## config.mk

```make
export PLATFORM = sky130hd
export DESIGN_NAME = tdm_demux
export DESIGN_NICKNAME = d
export VERILOG_FILES = /design/src/rtl/tdm_demux.sv
export SDC_FILE = /design/constraint.sdc
export NUM_CORES = 1
export LEC_CHECK = 0
export CAP_MARGIN = 5
export CORE_AREA = 3 3 81 83
export CTS_BUF_LIST = sky130_fd_sc_hd__clkbuf_4 sky130_fd_sc_hd__clkbuf_8
export DETAILED_ROUTE_END_ITERATION = 6
export DIE_AREA = 0 0 84 86
export PLACE_DENSITY_LB_ADDON = 0.25
export SLEW_MARGIN = 0
export SYNTH_ARGS = -nofsm -noshare
export SYNTH_HDL_FRONTEND = slang
export SYNTH_SLANG_ARGS = --single-unit
```

## constraint.sdc

```tcl
create_clock -name clk_in -period 2.4 [get_ports clk_in]
set_clock_uncertainty 0.2 [all_clocks]
set_input_delay 0.36 -clock clk_in [delete_from_list [all_inputs] [get_ports clk_in]]
set_output_delay 0.36 -clock clk_in [all_outputs]
set_load 0.01 [all_outputs]
```

## src/rtl/tdm_demux.sv

```systemverilog
// Serial TDM demultiplexer: locks onto a sync marker and splits each frame
// of NUM_CH slots, WIDTH bits each (MSB first), into per-channel registers.
module tdm_demux #(
  parameter int unsigned NUM_CH = 4,
  parameter int unsigned WIDTH  = 8
) (
  input  logic                    clk_in,
  input  logic                    rst_in,
  input  logic                    data_in,
  input  logic                    valid_in,
  input  logic                    sync_in,
  output logic [NUM_CH*WIDTH-1:0] ch_data_out,
  output logic [NUM_CH-1:0]       ch_valid_out,
  output logic                    frame_done_out,
  output logic                    sync_err_out,
  output logic                    locked_out
);

  localparam int unsigned BW  = $clog2(WIDTH);
  localparam int unsigned SW  = $clog2(NUM_CH);
  localparam int unsigned SHW = WIDTH - 1;

  typedef enum logic [1:0] {
    HUNT    = 2'd0,
    RECEIVE = 2'd1,
    EXPECT  = 2'd2
  } state_e;

  state_e                  state_q;
  logic [BW-1:0]           bit_cnt_q;
  logic [SW-1:0]           slot_cnt_q;
  logic [SHW-1:0]          shift_q;
  logic [NUM_CH*WIDTH-1:0] ch_data_q;
  logic [NUM_CH-1:0]       ch_valid_q;
  logic                    frame_done_q;
  logic                    sync_err_q;
  logic                    locked_q;

  logic [WIDTH-1:0]        word_c;
  logic                    last_bit_c;
  logic                    last_slot_c;
  logic                    resync_c;

  // Word being completed this cycle and slot-position decodes
  always_comb begin
    word_c      = {shift_q, data_in};
    last_bit_c  = (bit_cnt_q == BW'(WIDTH - 1));
    last_slot_c = (slot_cnt_q == SW'(NUM_CH - 1));
    resync_c    = sync_in && ((bit_cnt_q != '0) || (slot_cnt_q != '0));
  end

  always_ff @(posedge clk_in) begin
    if (rst_in) begin
      state_q      <= HUNT;
      bit_cnt_q    <= '0;
      slot_cnt_q   <= '0;
      shift_q      <= '0;
      ch_data_q    <= '0;
      ch_valid_q   <= '0;
      frame_done_q <= 1'b0;
      sync_err_q   <= 1'b0;
      locked_q     <= 1'b0;
    end else begin
      ch_valid_q   <= '0;
      frame_done_q <= 1'b0;
      sync_err_q   <= 1'b0;

      // Everything freezes while valid_in is low
      if (valid_in) begin
        case (state_q)
          HUNT: begin
            if (sync_in) begin
              shift_q    <= SHW'(data_in);
              bit_cnt_q  <= BW'(1);
              slot_cnt_q <= '0;
              state_q    <= RECEIVE;
              locked_q   <= 1'b1;
            end
          end

          RECEIVE: begin
            if (resync_c) begin
              // Abandon the partial frame; this bit opens a fresh slot 0
              sync_err_q <= 1'b1;
              shift_q    <= SHW'(data_in);
              bit_cnt_q  <= BW'(1);
              slot_cnt_q <= '0;
            end else begin
              shift_q <= word_c[SHW-1:0];
              if (last_bit_c) begin
                bit_cnt_q <= '0;
                for (int unsigned c = 0; c < NUM_CH; c++) begin
                  if (slot_cnt_q == SW'(c)) begin
                    ch_data_q[c*WIDTH +: WIDTH] <= word_c;
                    ch_valid_q[c]               <= 1'b1;
                  end
                end
                if (last_slot_c) begin
                  frame_done_q <= 1'b1;
                  slot_cnt_q   <= '0;
                  state_q      <= EXPECT;
                end else begin
                  slot_cnt_q <= slot_cnt_q + SW'(1);
                end
              end else begin
                bit_cnt_q <= bit_cnt_q + BW'(1);
              end
            end
          end

          EXPECT: begin
            if (sync_in) begin
              shift_q    <= SHW'(data_in);
              bit_cnt_q  <= BW'(1);
              slot_cnt_q <= '0;
              state_q    <= RECEIVE;
            end else begin
              sync_err_q <= 1'b1;
              state_q    <= HUNT;
              locked_q   <= 1'b0;
            end
          end

          default: begin
            state_q  <= HUNT;
            locked_q <= 1'b0;
          end
        endcase
      end
    end
  end

  assign ch_data_out    = ch_data_q;
  assign ch_valid_out   = ch_valid_q;
  assign frame_done_out = frame_done_q;
  assign sync_err_out   = sync_err_q;
  assign locked_out     = locked_q;

endmodule

```

==> load_flow_metrics.sql <==
INSERT INTO impl_metrics (metric_group, metric, value, unit) VALUES
('clock_network', 'post_cts_resized', '0', ''),
('floorplanning', 'floorplan.io_pins', '44', ''),
('power', 'total_power', '1.66', 'mW'),
('critical_path', 'timing.critical_path.to_type', 'flop', ''),
('power', 'p_leak', '1.02', 'nW'),
('layout', 'drive_above_1_share', '10.2', '%'),
('layout', 'fillers', '570', ''),
('place', 'placement.io_buffers', '43', ''),
('critical_path', 'crit_required', '2.40', 'ns'),
('sta', 'aggregate_negative_setup_slack', '0', 'ns'),
('clock_network', 'postCtsSetupRepairBufs', '0', ''),
('sta', 'setup_viol', '0', ''),
('clock_network', 'htreeDepth', '2', ''),
('yosys', 'synth.cell_area', '0.00232', 'sq mm'),
('clock_network', 'cts_made_buffers', '5', ''),
('power', 'worst_ir_drop_vdd', '0.325', 'mV'),
('clock_network', 'insertion_delay', '0.31', 'ns'),
('floorplanning', 'die_extent_in_x', '84', 'microns'),
('sta', 'max_slew_margin', '69.6', '%'),
('status', 'status', 'finished clean', ''),
('floorplanning', 'floorplan.die_area', '0.00722', 'sq mm'),
('clock_network', 'cts_sinks', '52', ''),
('global_route', 'antenna_found_initial', '0', ''),
('routing', 'highest-signal-layer', 'met4', ''),
('routing', 'drtIter0Drc', '61', ''),
('global_route', 'grt_first_pass_wirelength', '8510', 'microns'),
('yosys', 'flops_latches_synth', '52', ''),
('layout', 'diodes', '0', ''),
('run', 'timing.max_cap.violations', '0', ''),
('sta', 'fmax', '0.456', 'GHz'),
('yosys', 'synthesis.nets', '247', ''),
('yosys', 'netlist_instances', '230', ''),
('yosys', 'netlist-cell-type-count', '33', ''),
('yosys', 'synth.avg_cell_area', '10.1', 'sq um'),
('routing', 'drtAntennaViolNets', '0', ''),
('routing', 'detail_route.wl_per_cell', '13.9', 'microns'),
('routing', 'route.met3.wl', '230', 'microns'),
('yosys', 'async_reset_ff_share', '0', '%'),
('routing', 'route.detailed.vias_per_inst', '4.90', ''),
('layout', 'finalNetCount', '290', ''),
('place', 'placed_area', '0.00278', 'sq mm'),
('global_route', 'grtUsageTotal', '14.8', '%'),
('clock_network', 'cts-hold-fix-buffers', '0', ''),
('routing', 'route.vias.total', '1709', ''),
('layout', 'utilization_after_layout', '49.0', '%'),
('yosys', 'synth_edf_count', '0', ''),
('power', 'p_per_area', '573', 'mW/mm^2'),
('critical_path', 'setup_cp_type', 'flop to flop', ''),
('yosys', 'yosys_warnings', '0', ''),
('min_path', 'holdCritPathClass', 'flop to flop', ''),
('yosys', 'synth.yosys.seq_area_share', '44.9', '%'),
('yosys', 'synth_ff_type', 'sky130_fd_sc_hd__dfxtp_1', ''),
('sta', 'setup_repair_after_global_routing_missed_its_margin', 'no', ''),
('critical_path', 'start_kind', 'flop', ''),
('sta', 'report.final.hold_viol_count', '0', ''),
('clock_network', 'root_buffer_selected_by_cts', 'sky130_fd_sc_hd__clkbuf_8', ''),
('routing', 'wl_met1', '2360', 'microns'),
('routing', 'routed_wl', '4860', 'microns'),
('sta', 'post-route-period-util', '91.3', '%'),
('floorplanning', 'floorplan.die.height', '86', 'microns'),
('floorplanning', 'floorplan.initialDensity', '39.1', '%'),
('critical_path', 'timing.critical_path.arrival', '2.19', 'ns'),
('critical_path', 'critical_path_peak_fanout', '10', ''),
('layout', 'synthToLayoutAreaGrowth', '25.2', '%'),
('sta', 'final_period_minus_worst_setup_slack', '2.19', 'ns'),
('global_route', 'grt_overflow', '0', ''),
('place', 'place_congestion', '0.795', ''),
('sta', 'worstMarginPinSlew', '0.456', 'ns'),
('clock_network', 'tritoncts', 'done', ''),
('clock_network', 'clk_transition_reported_paths', '0.10', 'ns'),
('place', 'dpl.hpwl', '3350', 'microns'),
('global_route', 'grt_max_degree', '27', ''),
('routing', 'detailedRoute.firstPassIterationCount', '4', ''),
('sta', 'final_max_slew_viols', '0', ''),
('routing', 'drt_drc_violations_left', '0', ''),
('layout', 'finalInstanceArea', '0.00290', 'sq mm'),
('floorplanning', 'rows', '28', ''),
('routing', 'wl_met2', '2230', 'microns'),
('global_route', 'grt_pass1_vias', '1701', ''),
('clock_network', 'cts.path.max_buffers', '2', ''),
('floorplanning', 'placeableCoreArea', '0.00592', 'sq mm');
## layout make-up
type | instances | area, sq um | share of cell area [%]
clock inverters | 3 | 50.0 | 1.72
clock buffers | 5 | 68.8 | 2.37
multi-input cells | 158 | 1150 | 39.5
flip-flops and latches | 52 | 1040 | 35.9
well taps | 75 | 93.8 | 3.23
repair buffers | 49 | 475 | 16.4
inverters | 7 | 26.3 | 0.906
## critical path, cell delays in order, from the launching register on
cell                      delay [ns]
sky130_fd_sc_hd__dfxtp_1        0.40
sky130_fd_sc_hd__ha_1           0.18
sky130_fd_sc_hd__ha_1           0.42
sky130_fd_sc_hd__nand4_1        0.22
sky130_fd_sc_hd__a21oi_4        0.37
sky130_fd_sc_hd__mux2i_1        0.24
sky130_fd_sc_hd__nor2_1         0.05
## power breakdown
group | internal (mW) | total [mW] | switching [mW]
clock network | 0.322 | 0.635 | 0.313
registers | 0.871 | 0.881 | 0.0107
logic | 0.0544 | 0.146 | 0.0915
## routing by layer
metal  GRT usage, %  vias to the layer above
met5              0                        -
met4           4.39                        0
met3           4.32                        4
met2           23.1                       41
met1           19.7                      793
li1               -                      871
## Yosys cell counts (2+ instances only)
cell type	n	share of area (%)
sky130_fd_sc_hd__mux2i_1	33	14
sky130_fd_sc_hd__nor2_2	2	0.54
sky130_fd_sc_hd__nand2b_1	3	0.81
sky130_fd_sc_hd__nand2_1	16	2.6
sky130_fd_sc_hd__clkbuf_1	2	0.32
sky130_fd_sc_hd__nand4_1	3	0.81
sky130_fd_sc_hd__nand3_1	10	2.2
sky130_fd_sc_hd__dfxtp_1	52	45
sky130_fd_sc_hd__inv_1	7	1.1
sky130_fd_sc_hd__ha_1	12	6.5
sky130_fd_sc_hd__nand4_4	2	1.8
sky130_fd_sc_hd__nor2_1	35	5.7
sky130_fd_sc_hd__a21oi_1	14	3.0
sky130_fd_sc_hd__buf_2	3	0.65
sky130_fd_sc_hd__or2_2	2	0.54
sky130_fd_sc_hd__nand3b_1	4	1.3
sky130_fd_sc_hd__nor2b_1	2	0.54
sky130_fd_sc_hd__a21oi_4	5	3.5
sky130_fd_sc_hd__buf_6	3	1.5
sky130_fd_sc_hd__and3_1	3	0.81
sky130_fd_sc_hd__nor3_1	2	0.43
sky130_fd_sc_hd__buf_4	3	0.97
sky130_fd_sc_hd__dlymetal6s2s_1	2	1.1
## logic make-up (layout without fill, tap and decap cells)
logic type / after synthesis / after routing / share of synthesized area, %
simple gates: 88 / 88 / 19.7
flops: 52 / 52 / 44.9
mux: 34 / 34 / 14.7
compound gates: 24 / 24 / 8.53
buf+inv: 20 / 64 / 5.62
fa+ha+maj: 12 / 12 / 6.48
## sequential cells by signal, summed over array words and instances (netlist names)
name	cells
shift_q	7
ch_data_out	32
state_q	2
locked_out	1
bit_cnt_q	3
slot_cnt_q	2
sync_err_out	1
ch_valid_out	4
## path summary, 6_finish.rpt
check | to | start | cells past startpoint | slack [ns]
max | ch_data_out[0] | bit_cnt_q[0] | 6 | 0.21
min | locked_out | locked_out | 2 | 0.28
max reg2reg | ch_data_out[0] | bit_cnt_q[0] | 6 | 0.21
min reg2reg | locked_out | locked_out | 2 | 0.28
## through the flow
step           instances  worst slack (ns)  hold slack [ns]
6_report             349             0.208            0.280
5_1_grt              349            0.0472            0.316
4_1_cts              349             0.176            0.287
3_5_place_dp         341             0.102            0.271
3_3_place_gp         341             0.116            0.263
2_1_floorplan        230             0.607            0.253
## cells in the final DEF, fill, tap and decap left out, types with 2 or more instances in the layout
cell type	Yosys	layout
sky130_fd_sc_hd__nor3_1	2	2
sky130_fd_sc_hd__nand4_4	2	2
sky130_fd_sc_hd__nand4_1	3	3
sky130_fd_sc_hd__a21oi_4	5	5
sky130_fd_sc_hd__nor2_1	35	35
sky130_fd_sc_hd__ha_1	12	12
sky130_fd_sc_hd__nand2b_1	3	3
sky130_fd_sc_hd__nand3_1	10	10
sky130_fd_sc_hd__nor2b_1	2	2
sky130_fd_sc_hd__mux2i_1	33	33
sky130_fd_sc_hd__nor2_2	2	2
sky130_fd_sc_hd__and3_1	3	3
sky130_fd_sc_hd__clkdlybuf4s50_1	0	43
sky130_fd_sc_hd__buf_4	3	6
sky130_fd_sc_hd__nand2_1	16	16
sky130_fd_sc_hd__nand3b_1	4	4
sky130_fd_sc_hd__clkbuf_8	0	5
sky130_fd_sc_hd__a21oi_1	14	14
sky130_fd_sc_hd__inv_1	7	7
sky130_fd_sc_hd__or2_2	2	2
sky130_fd_sc_hd__dfxtp_1	52	52
No activity file was read; power rests on OpenSTA's default activity.
